### src/rtl/instr_feeder_pkg.sv
// Shared constants for the instruction feeder: opcodes, halt word, FSM codes.
package instr_feeder_pkg;

    localparam logic [2:0] OP_ADD = 3'b000;
    localparam logic [2:0] OP_SUB = 3'b001;
    localparam logic [2:0] OP_OR  = 3'b010;
    localparam logic [2:0] OP_SLT = 3'b011;
    localparam logic [2:0] OP_SLL = 3'b100;
    localparam logic [2:0] OP_SRL = 3'b101;
    localparam logic [2:0] OP_MV  = 3'b110;
    localparam logic [2:0] OP_MVI = 3'b111;

    localparam logic [15:0] HALT_WORD = 16'hFFFF;

    localparam logic [2:0] S_IDLE  = 3'd0;
    localparam logic [2:0] S_FETCH = 3'd1;
    localparam logic [2:0] S_ISSUE = 3'd2;
    localparam logic [2:0] S_IMM   = 3'd3;
    localparam logic [2:0] S_WAIT  = 3'd4;
    localparam logic [2:0] S_HALT  = 3'd5;

    function automatic logic is_mvi(input logic [15:0] w);
        return w[8:6] == OP_MVI;
    endfunction

endpackage

### src/rtl/instr_feeder_if.sv
// Processor-side bus of the feeder: instruction word, issue strobe, done flag.
interface instr_feeder_if;

    logic [15:0] DIN;
    logic        Run;
    logic        Done;

    modport master (output DIN, output Run, input Done);
    modport slave  (input DIN, input Run, output Done);

endinterface

### src/rtl/instr_mem.sv
// Program memory: one write port, one synchronous read port.
module instr_mem #(
    parameter int ADDR_W = 5
) (
    input  logic              Clock,
    input  logic              Reset,
    input  logic              we,
    input  logic [ADDR_W-1:0] waddr,
    input  logic [15:0]       wdata,
    input  logic              re,
    input  logic [ADDR_W-1:0] raddr,
    output logic [15:0]       rdata
);

    logic [15:0] mem [2**ADDR_W];

    // Array has no reset so a program survives Reset.
    always_ff @(posedge Clock) begin
        if (we) mem[waddr] <= wdata;
    end

    always_ff @(posedge Clock or posedge Reset) begin
        if (Reset)   rdata <= '0;
        else if (re) rdata <= mem[raddr];
    end

endmodule

### src/rtl/instr_feeder.sv
// Instruction feeder FSM: fetches program words and issues them to a processor.
// Optional Done timeout enabled by defining INSTR_FEEDER_TIMEOUT_EN.
module instr_feeder
    import instr_feeder_pkg::*;
#(
    parameter int ADDR_W         = 5,
    parameter int TIMEOUT_CYCLES = 255
) (
    input  logic              Clock,
    input  logic              Reset,
    input  logic              Start,
    input  logic              LoadEn,
    input  logic [ADDR_W-1:0] LoadAddr,
    input  logic [15:0]       LoadData,
    instr_feeder_if.master    cpu,
    output logic              Busy,
    output logic              Halted,
    output logic [ADDR_W-1:0] PC,
    output logic [7:0]        IssueCount,
    output logic              Error
);

    logic [2:0]        state;
    logic [15:0]       iw;
    logic [15:0]       din_q;
    logic              mvi_q;
    logic              re;
    logic              issue_ok;
    logic              tmo_hit;
    logic [ADDR_W-1:0] raddr;

    // iw is the read register of the memory; in IMM it holds the immediate.
    instr_mem #(.ADDR_W(ADDR_W)) u_mem (
        .Clock (Clock),
        .Reset (Reset),
        .we    (LoadEn && !Busy),
        .waddr (LoadAddr),
        .wdata (LoadData),
        .re    (re),
        .raddr (raddr),
        .rdata (iw)
    );

    assign Busy     = !(state == S_IDLE || state == S_HALT);
    assign Halted   = (state == S_HALT);
    assign issue_ok = (state == S_ISSUE) && (iw != HALT_WORD);
    assign re       = (state == S_FETCH) || (issue_ok && is_mvi(iw));
    assign raddr    = (state == S_FETCH) ? PC : PC + 1'b1;

    always_comb begin
        cpu.Run = 1'b0;
        cpu.DIN = din_q;
        if (issue_ok) begin
            cpu.Run = 1'b1;
            cpu.DIN = iw;
        end else if (state == S_IMM) begin
            cpu.DIN = iw;
        end
    end

    always_ff @(posedge Clock or posedge Reset) begin
        if (Reset) begin
            state      <= S_IDLE;
            PC         <= '0;
            IssueCount <= '0;
            din_q      <= '0;
            mvi_q      <= 1'b0;
        end else begin
            case (state)
                S_IDLE, S_HALT: begin
                    if (Start) begin
                        PC         <= '0;
                        IssueCount <= '0;
                        state      <= S_FETCH;
                    end
                end
                S_FETCH: state <= S_ISSUE;
                S_ISSUE: begin
                    if (iw == HALT_WORD) begin
                        state <= S_HALT;
                    end else begin
                        din_q <= iw;
                        mvi_q <= is_mvi(iw);
                        state <= is_mvi(iw) ? S_IMM : S_WAIT;
                    end
                end
                S_IMM: begin
                    din_q <= iw;
                    state <= S_WAIT;
                end
                S_WAIT: begin
                    if (cpu.Done) begin
                        if (IssueCount != 8'hFF)
                            IssueCount <= IssueCount + 8'd1;
                        PC    <= PC + ADDR_W'(mvi_q ? 2 : 1);
                        state <= S_FETCH;
                    end else if (tmo_hit) begin
                        state <= S_HALT;
                    end
                end
                default: state <= S_IDLE;
            endcase
        end
    end

`ifdef INSTR_FEEDER_TIMEOUT_EN
    localparam int TW = $clog2(TIMEOUT_CYCLES + 1);

    logic [TW-1:0] tmo;
    logic          err_q;

    assign tmo_hit = (state == S_WAIT) && !cpu.Done
                     && (int'(tmo) + 1 >= TIMEOUT_CYCLES);
    assign Error   = err_q;

    // Counter sits at zero outside WAIT, so it is clear on every WAIT entry.
    always_ff @(posedge Clock or posedge Reset) begin
        if (Reset) begin
            tmo   <= '0;
            err_q <= 1'b0;
        end else begin
            if (state != S_WAIT) tmo <= '0;
            else if (!cpu.Done)  tmo <= tmo + 1'b1;
            if (!Busy && Start)  err_q <= 1'b0;
            else if (tmo_hit)    err_q <= 1'b1;
        end
    end
`else
    assign tmo_hit = 1'b0;
    assign Error   = 1'b0;
`endif

endmodule

### src/flat_wrapper.sv
// flat-port wrapper written by rule: the top's interface ports become plain ports
module instr_feeder_flat import instr_feeder_pkg::*;
#(
    parameter int ADDR_W         = 5,
    parameter int TIMEOUT_CYCLES = 255
)
  (Clock, Reset, Start, LoadEn, LoadAddr, LoadData, Busy, Halted, PC, IssueCount, Error, cpu_DIN, cpu_Run, cpu_Done);
  instr_feeder_if cpu_i ();
  input  logic Clock;
  input  logic Reset;
  input  logic Start;
  input  logic LoadEn;
  input  logic [ADDR_W-1:0] LoadAddr;
  input  logic [15:0] LoadData;
  output logic Busy;
  output logic Halted;
  output logic [ADDR_W-1:0] PC;
  output logic [7:0] IssueCount;
  output logic Error;
  output wire logic [$bits(cpu_i.DIN)-1:0] cpu_DIN;
  output wire logic [$bits(cpu_i.Run)-1:0] cpu_Run;
  input wire logic [$bits(cpu_i.Done)-1:0] cpu_Done;
  assign cpu_DIN = cpu_i.DIN;
  assign cpu_Run = cpu_i.Run;
  assign cpu_i.Done = cpu_Done;
  instr_feeder #(.ADDR_W(ADDR_W), .TIMEOUT_CYCLES(TIMEOUT_CYCLES)) u_core (.Clock(Clock), .Reset(Reset), .Start(Start), .LoadEn(LoadEn), .LoadAddr(LoadAddr), .LoadData(LoadData), .cpu(cpu_i), .Busy(Busy), .Halted(Halted), .PC(PC), .IssueCount(IssueCount), .Error(Error));
endmodule
### config.mk
export PLATFORM = sky130hd
export DESIGN_NAME = instr_feeder_flat
export DESIGN_NICKNAME = d
export VERILOG_FILES = /design/src/rtl/instr_feeder_pkg.sv /design/src/rtl/instr_feeder_if.sv /design/src/rtl/instr_mem.sv /design/src/rtl/instr_feeder.sv /design/src/flat_wrapper.sv
export SDC_FILE = /design/constraint.sdc
export NUM_CORES = 1
export LEC_CHECK = 0
export CORE_AREA = 3 3 324 198
export CTS_BUF_LIST = sky130_fd_sc_hd__clkbuf_4 sky130_fd_sc_hd__clkbuf_8 sky130_fd_sc_hd__clkbuf_16
export DETAILED_ROUTE_END_ITERATION = 10
export DIE_AREA = 0 0 327 201
export SKIP_LAST_GASP = 1
export SYNTH_ARGS = -nofsm -noshare
export SYNTH_HDL_FRONTEND = slang
export SYNTH_SLANG_ARGS = --single-unit
### constraint.sdc
create_clock -name Clock -period 3.8 [get_ports Clock]
set_input_delay 0.76 -clock Clock [delete_from_list [all_inputs] [get_ports Clock]]
set_output_delay 0.76 -clock Clock [all_outputs]
set_load 0.05 [all_outputs]
Word level (Yosys, flattened, before mapping)
Memory sizes are Yosys's and may differ from the RTL's. A register that Yosys moved wholly into a read port is not among the register bits.
Cells that the tools add are included.
{ "word_totals": {"mem_bits_rw": 512, "register_bits": 33, "latchBits": 0, "mem_count": 1, "out_inout_bits": 33, "input_bits": 26, "word_cells": 59, "rom_bits": 0} }
{ "op_classes": {"div": 0, "n_bitwise": 1, "shifts": 0, "order_cmp": 0, "mul": 0, "reduce_logical": 15, "n_addsub": 3, "muxes": 21, "n_eq_ne": 13} }
{ "memory_table": {"columns": ["name", "depth", "width", "read_ports", "rd_ports_with_merged_regs", "write_ports", "line_no", "text"], "rows": [
  ["u_core.u_mem.mem", 32, 16, 1, 1, 1, "instr_mem.sv:15", "logic [15:0] mem [2**ADDR_W];"]
]} }
{ "op_table": {"columns": ["op", "n"], "rows": [
  ["16-bit 2-to-1 mux", 3],
  ["16-bit case mux with 2 select lines", 1],
  ["8-bit 2-to-1 mux", 3],
  ["16-bit == test (second input constant)", 1],
  ["16-bit != test (second input constant)", 1],
  ["8-bit case mux with 2 select lines", 1],
  ["5-bit 2-to-1 mux", 3],
  ["3-bit case mux with 5 select lines", 1],
  ["3-bit 2-to-1 mux", 4],
  ["5-bit case mux with 2 select lines", 1],
  ["3-bit == test (second input constant)", 3],
  ["8-bit by 1-bit adder with 8-bit output (second input constant)", 1],
  ["8-bit != test (second input constant)", 1],
  ["3-bit by 2-bit == test with 1-bit output (second input constant)", 2],
  ["2-bit != test (second input constant)", 3],
  ["2-bit AND reduction", 3],
  ["5-bit by 1-bit adder with 5-bit output (second input constant)", 1],
  ["5-bit adder", 1],
  ["4-bit AND reduction", 1],
  ["2-bit nonzero test", 2],
  ["3-bit by 1-bit == test with 1-bit output (second input constant)", 1],
  ["1-bit logical AND", 3],
  ["3-bit zero test", 1],
  ["1-bit 2-to-1 mux", 3],
  ["7 further kinds", 8]
]} }

Longest topological paths before layout
{ "depth": {"depth_word": 5, "mapped_depth": 12, "mapped_depth_nobuf": 8} }

Modules after synthesis
A second synthesis with hierarchy kept.
{ "hier_totals": {"hier_cells": 1319, "hier_area_um2": 22755.6} }
{ "modules_own_cells": {"columns": ["mod", "n_inst", "area_per_inst_um2", "cells_per_inst", "seq_area_each_um2"], "rows": [
  ["instr_mem", 1, 20616.0, 1128, 15775.1],
  ["instr_feeder", 1, 2139.6, 191, 825.8]
]} }

Worst setup path before layout
Ideal clock, no wire load.
{ "synth_path": {"kind": "register to register", "from": "register u_core.PC[1]", "to": "register u_core.u_mem.rdata[3], read port of u_core.u_mem.mem", "required_time_ns": 3.659, "arrival_ns": 2.662, "synth_period_minus_slack_ns": 2.804, "path_stages_with_launch": 10, "path_buffers": 3, "path_slack_ns": 0.996, "setup_time_ns": 0.141, "cell_sequence": "dfrtp_1 > ha_1 > buf_2 > buf_1 > clkbuf_1 > mux2i_1 > a21oi_1 > mux4_2 > o22ai_1 > a211oi_1"} }
{ "synth_between": {"elab_chain_len": 2} }
{ "synth_rtl": {"columns": ["item", "line_no", "text"], "rows": [
  ["from (decl)", "instr_feeder.sv:18", "output logic [ADDR_W-1:0] PC,"],
  ["from (signal assigned)", "instr_feeder.sv:95", "PC <= PC + ADDR_W'(mvi_q ? 2 : 1);"],
  ["5-bit by 1-bit adder with 5-bit output", "instr_feeder.sv:48", "assign raddr = (state == S_FETCH) ? PC : PC + 1'b1;"],
  ["5-bit 2-to-1 mux (*)", "instr_feeder.sv:48", null],
  ["to (decl)", "instr_mem.sv:12", "output logic [15:0] rdata"]
]} }
Every way passes the cells marked *; elsewhere a longest branch is shown, timed or not.
A chain may end at the register's enable or synchronous reset.

Final worst setup path
{ "layout_path": {"from": "register u_core.u_mem.rdata[13], read port of u_core.u_mem.mem", "to": "output port cpu_DIN[2]"} }
{ "layout_between": {"elab_chain_len": 3} }
{ "layout_rtl": {"columns": ["item", "line_no", "text"], "rows": [
  ["16-bit != test", "instr_feeder.sv:46", "assign issue_ok = (state == S_ISSUE) && (iw != HALT_WORD);"],
  ["1-bit logical AND", "instr_feeder.sv:46", null],
  ["16-bit 2-to-1 mux", "instr_feeder.sv:53", "if (issue_ok) begin"],
  ["to (decl)", "flat_wrapper.sv:20", "output wire logic [$bits(cpu_i.DIN)-1:0] cpu_DIN;"]
]} }
Every way passes these cells.

==> impl_metrics.tcl <==
set metrics [dict create \
    seq_area_frac_synth_pct 63.1 \
    h-tree-depth 2 \
    rsz0062_at_grt "false" \
    cts_tree "done" \
    dieArea_um2 65700 \
    cts_buffers 52 \
    syn_nets 1960 \
    clock_latency_ps 600 \
    cp_max_fo 32 \
    holdBufCountCts 0 \
    firstDrtPassIters 5 \
    required_ps 3040 \
    whs_path_depth 1 \
    synth_area_um2 26300 \
    avgSynthCellArea_um2 13.6 \
    areaGrowthSynthToFinish_pct 14.7 \
    timing.rr.end "u_core.u_mem.rdata[3]" \
    critPathMaxStageDelay_ps 520 \
    reg2reg_slack_ps 560 \
    core_area_um2 61000 \
    synth-edff-count 512 \
    row_count 70 \
    ioPinCount 59 \
    finalNetCount 2055 \
    clockRootBuffer "clkbuf_16" \
    hpwl_mm 49.0 \
    fmax_mhz 274 \
    grt-ovfl-total 0 \
    ctsResizeCount 16 \
    post-route-period-util_pct 95.9 \
    dpl.cell_count 2798 \
    die_h_um 201 \
    grt_pass1_vias 17300 \
    cts_max_path_buffers 3 \
    chipWidth_um 327 \
    num_vias 17700 \
    worstRegToRegCells 6 \
    port_buffers 57 \
    gp_congestion 0.925 \
    cts_sinks 561 \
    antenna_found_initial 5 \
    grtUsageTotal_pct 23.0 \
    status "finished clean" \
    leakage_nw 9.62 \
    avgRoutedWirePerCell_um 26.7 \
    final_antenna_net_count 0 \
    grt_start_max_net_pins 107 \
    worst_slew_pin_slew_ps 996 \
    routed_wl_mm 77.2 \
    layout-drive-gt1-share_pct 17.1 \
    initialDrtViolationCount 2175 \
    min_to "u_core.din_q[5]" \
    cpLargestDelayFamily "buffers and inverters" \
    crit_path_start_kind "flip-flop" \
    ys_seq_elements 561 \
    cap_violations 0 \
    final_cell_mix "edfxtp_1, mux2i_1, a21oi_1" \
    viasPerCell 6.10 \
    synth_cell_types 79 \
    slowest_stage "dlygate4sd2_1" \
    critPathKind "reg -> out" \
    critical_path.most_common_cell "nor2_1" \
    final_cells 2894 \
    hold_viol_final 0 \
    end_kind "primary output" \
    final-max-slew-violation-count 0 \
    critPathArrivalTime_ps 2880 \
    crit_buf_inv 2 \
    min-delay-path-class "reg -> reg" \
    setup_viol 0 \
    clk_pin_slew_worst_paths_ps 60 \
    power.density_nw_per_um2 718 \
    path_cells "nand4_1 -> nor2_1 -> nand2_1 -> nor2_1 -> a21oi_2 -> buf_4 -> mux2_2 -> dlygate4sd2_1" \
    slew_headroom_pct 33.6 \
    final_common_cell "edfxtp_1" \
    r2r-start "u_core.state[1]" \
    synth-main-ff-cell "edfxtp_1" \
    tns_ps 0 \
    yosysWarnings 0 \
    synthCells 1929 \
    hold_path_startpoint "u_core.din_q[5]" \
    drc 0 \
    post_cts_buffers 0 \
    fin_crit_ps 3640 \
    ir_worst_vdd_mv 0.531 \
    async_reset_ff_share_pct 8.73 \
    initial_core_util_pct 43.1 \
    grt_pass1_wl_mm 113 \
    skew_ps 18.8 \
]
per-layer routing:
metal  up-vias  GRT usage [%]  share of wire, %
met5         -              0                 0
met4         0           6.38               2.6
met3       127           7.16                11
met2       755           33.4                42
met1      9026           33.3                44
li1       7745              -                 -
Yosys cell counts, drive strengths merged (19+ instances only):
cell	instances	area (µm²)
nor2b	120	751
a21oi	161	806
mux4	23	518
buf	98	548
a221oi	19	166
edfxtp	512	15400
nand4	23	150
a211oi	123	923
nand3	34	170
dfrtp	49	1230
mux2i	205	2050
nand2	112	423
nor2	84	315
clkbuf	52	195
o21ai	46	230
mux2	61	687
flip-flops by register name (all words and copies together) (netlist names):
name	cells
u_core.u_mem.rdata	16
u_core.PC	5
u_core.state	3
u_core.din_q	16
u_core.mvi_q	1
u_core.u_mem.mem	512
u_core.IssueCount	8
logic make-up after synthesis:
family	Yosys count	share of synthesized area, %
xor gates and xnor gates	14	0.495
muxes	289	12.4
other	1	0.0143
and+or+nand+nor	437	8.68
adders and majority gates	5	0.266
AOI/OAI and AO/OA	465	12.1
buffers and inverters	157	2.93
DFF	561	63.1
layout make-up:
cell class              instances  area, µm²
diodes                          2       5.00
multi-input cells            1211       9020
flip-flops and latches        561      16600
repair buffers                191       1730
clock buffers                  71       1500
clock inverters                23        231
fillers                      5219      30900
inverters                       7       26.3
well taps                     828       1040
power by group:
part | leakage, nW | total [mW] | switching [mW] | internal [mW]
sequential | 5.19 | 7.25 | 0.226 | 7.02
combinational | 3.58 | 9.04 | 5.71 | 3.33
clock | 0.850 | 5.36 | 2.32 | 3.04
total | 9.62 | 21.6 | 8.25 | 13.4
worst max-delay path by stage:
stage | slack, ps | from | cells after the start | to
6_report | 160 | u_core.u_mem.rdata[13] | 8 | cpu_DIN[2]
5_1_grt | 3 | u_core.u_mem.rdata[2] | 8 | cpu_DIN[11]
4_1_cts | 130 | u_core.u_mem.rdata[2] | 8 | cpu_DIN[7]
3_5_place_dp | 510 | u_core.u_mem.rdata[1] | 8 | cpu_DIN[7]
3_3_place_gp | 530 | u_core.u_mem.rdata[2] | 8 | cpu_DIN[14]
2_1_floorplan | 1000 | u_core.PC[1] | 9 | u_core.u_mem.rdata[3]
per-stage QoR:
| step | utilization [%] | instance area, µm² | worst slack [ps] | total power [mW] | hold slack, ps |
|---|---|---|---|---|---|
| after detailed placement | 46.6 | 28400 | 514 | 16.4 | 496 |
| final | 49.4 | 30200 | 155 | 21.6 | 505 |
| after global placement | 46.6 | 28400 | 526 | 16.3 | 488 |
| after floorplan | - | 26300 | 996 | 13.4 | 477 |
| after global routing | 49.4 | 30100 | 3.11 | 22.6 | 520 |
| after CTS | 49.4 | 30100 | 128 | 21.6 | 510 |
(Power assumes the default switching activity.)
==> RTL edit, RTL diff (same settings) <==
Build with the macro `INSTR_FEEDER_TIMEOUT_EN` defined.
--- a/src/rtl/instr_feeder.sv
+++ b/src/rtl/instr_feeder.sv
@@ -1,4 +1,6 @@
 // Instruction feeder FSM: fetches program words and issues them to a processor.
 // Optional Done timeout enabled by defining INSTR_FEEDER_TIMEOUT_EN.
+`define INSTR_FEEDER_TIMEOUT_EN
+
 module instr_feeder
     import instr_feeder_pkg::*;
Function: same outputs for any inputs over 4 cycles, from zero or initial values and one cycle with Reset high; that may be too few to reach the edited logic, so the function may still have changed.
==> RTL edit against the original RTL <==
- register-to-register slack lost 80 ps
- synthesized area shrank 6.5%
- non-clock buffer count shrank 23
- cell area shrank 6.1%
- power grew 4.3%
- sequential cell count grew 9
- die area is the same
- largest cell class unchanged
- final cell count shrank 7.8%
- routed wire length shrank 12%
- worst setup slack lost 43 ps
==> RTL edit: results (changes against the original RTL) <==
Synth Area in XOR/XNOR: 0.973% (+0.48 points)
Ys async rst share: 10.2% (+1.4 points)
Mux cell area share after synthesis: 9.14% (-3.2 points)
DR vias: 15,760 (-11%)
Area of the multi-input gates: 7220 µm² (-20%)
Root buf cell: clkbuf_16
WHS Path Cells: 1 (unchanged)
Initial antenna violation count: 1 (-4)
Synth warnings: 0 (unchanged)
Hold worst-path end: u_core.din_q[14]$_DFFE_PP0P_
Compound-cell area share of the yosys netlist: 10.4% (-1.7 points)
Outcome: complete, no violations
Reg clk slew, reported paths: 70 ps
Post-synth EDFFs: 512 (unchanged)
Inserted Clock Buffers: 50 (-3.8%)
Worst Skew: 28.9 ps (+10.1 ps)
Fillers: 5,283 (+1.2%)
Number of setup violations in the final report: 0 (unchanged)
Fin nets: 1,829 (-11%)
CP Max Fanout: 32 (unchanged)
Reg-to-reg startpoint: u_core.state[0]$_DFFE_PP0P_
Static leakage: 9.18 nW (-4.6%)
Top flop regs: u_core.u_mem.mem: 512 flops, u_core.din_q: 16 flops, u_core.u_mem.rdata: 16 flops
Post-Synth Adder-Cell Area: 0.387% (+0.12 points)
GPL Wtd Cong: 0.830 (-10%)
Iteration-0 DRC Markers: 1,876 (-14%)
Worst hold start: u_core.din_q[14]$_DFFE_PP0P_
Reg-to-reg endpoint: u_core.u_mem.rdata[15]$_DFFE_PP0P_
Largest cells by area after synthesis: edfxtp_1 (63%), dfrtp_1 (5.9%), mux2_2 (4.7%), mux2i_1 (3.9%), nand2_1 (2.3%)
Syn nets: 1,734 (-12%)
Worst setup startpoint: u_core.u_mem.rdata[10]$_DFFE_PP0P_
Placed inst area: 26,600 µm² (-6.4%)
Share of cells above drive strength 1: 19.0% (+2.0 points)
Longest Clk Path Bufs: 3 (unchanged)
Synth cell types: 62 (-22%)
Port bufs: 58 (+1.8%)
Worst-Skew Late Latency: 610 ps
CTS hold repair buffers: 0 (unchanged)
Part of the Yosys area used for sequential elements: 68.5% (+5.3 points)
Hpwl dp: 42.5 mm (-13%)
Largest net degree at the start of global routing: 90 (-16%)
R2R cell count: 7 (+1)
Total track usage: 20.4% (-2.7 points)
Global-route wire length before repair: 101 mm (-11%)
VDD IR max: 0.542 mV (+2.1%)
H-tree Lvls: 2 (unchanged)
Vias in the first global route: 15,266 (-12%)
Post-synth top cells: edfxtp_1 (512), nand2_1 (149), mux2_2 (102)
FF-to-FF setup slack: 480 ps (-80 ps)
Pre-Repair DR Iteration Count: 5 (unchanged)
Postcts setup bufs: 0 (unchanged)
CP Data Arrival Time: 2930 ps (+50 ps)
WL per Instance: 25.5 µm (-4.3%)
Slew headroom: 12.9% (-21 points)
Worst slack, placed: 235 ps (-279 ps)
RTL edit: cell count changes after synthesis, moves of 45 or more:
| cell | unedited run | this run |
|---|---|---|
| buf_2 | 69 | 24 |
| mux2i_1 | 205 | 95 |
| a211oi_1 | 123 | 15 |
| o221ai_1 | 0 | 51 |
| a31oi_1 | 12 | 70 |
| and2_1 | 4 | 64 |
| mux2_2 | 53 | 102 |
| nor2b_1 | 120 | 9 |
| a2111oi_0 | 1 | 58 |
| a21oi_1 | 161 | 21 |
RTL edit: report_power, final:
part / switching, W / internal [W] / total [W]
logic: 0.00619 / 0.00378 / 0.00997
clock network: 0.00229 / 0.00285 / 0.00513
registers: 0.000335 / 0.00712 / 0.00746
total: 0.00881 / 0.0138 / 0.0226
RTL edit: timing repair:
action,4_1_cts,5_1_grt
gates resized for setup,4,6
pin swaps,1,1
setup endpoints to repair,17,16
RTL edit: final cells by class:
cell class                 instances  share of cell area (%)
antenna                            1                 0.00884
clock buffer                      69                    5.05
clock inverter                    25                   0.756
inverter                          13                   0.172
multi-input combinational        993                    25.5
sequential                       570                    59.5
tap                              828                    3.66
timing repair buffer             168                    5.36
RTL edit: kinds of logic (layout without fill, tap and decap cells):
family                   count (synthesis)  after routing
AO/OA/AOI/OAI                          345            345
XOR/XNOR                                23             23
adder cells (fa/ha/maj)                  7              7
buffers and inverters                  138            275
flip-flops                             570            570
multiplexers                           206            206
other                                    0              1
AND/OR/NAND/NOR                        412            412
RTL edit: stage by stage:
step,hold WS [ps],std cells
2_1_floorplan,474,1701
5_1_grt,514,2666
6_report,503,2667
3_3_place_gp,483,2572
3_5_place_dp,488,2572
4_1_cts,506,2666
RTL edit: worst max path at each step:
stage / end / slack (ps)
3_3_place_gp: cpu_DIN[3] / 180
3_5_place_dp: cpu_DIN[3] / 240
4_1_cts: cpu_DIN[3] / 10
2_1_floorplan: cpu_DIN[0] / 600
6_report: cpu_DIN[3] / 110
5_1_grt: cpu_DIN[3] / 10
RTL edit: worst max-delay path: stages (launching register included):
cell and delay, ps:
dfrtp_1 500, nand3_1 190, nor4_4 400, a21oi_1 210
a21oi_2 190, buf_12 220, mux2_2 380, buf_4 200
RTL edit: layer usage:
layer  part of all wire, %  routed length (µm)  track usage, %
met4                   1.6                1070            3.77
met2                    41               27700            27.7
met5                     0                   0               0
met3                   9.9                6740            5.54
met1                    48               32500            32.4
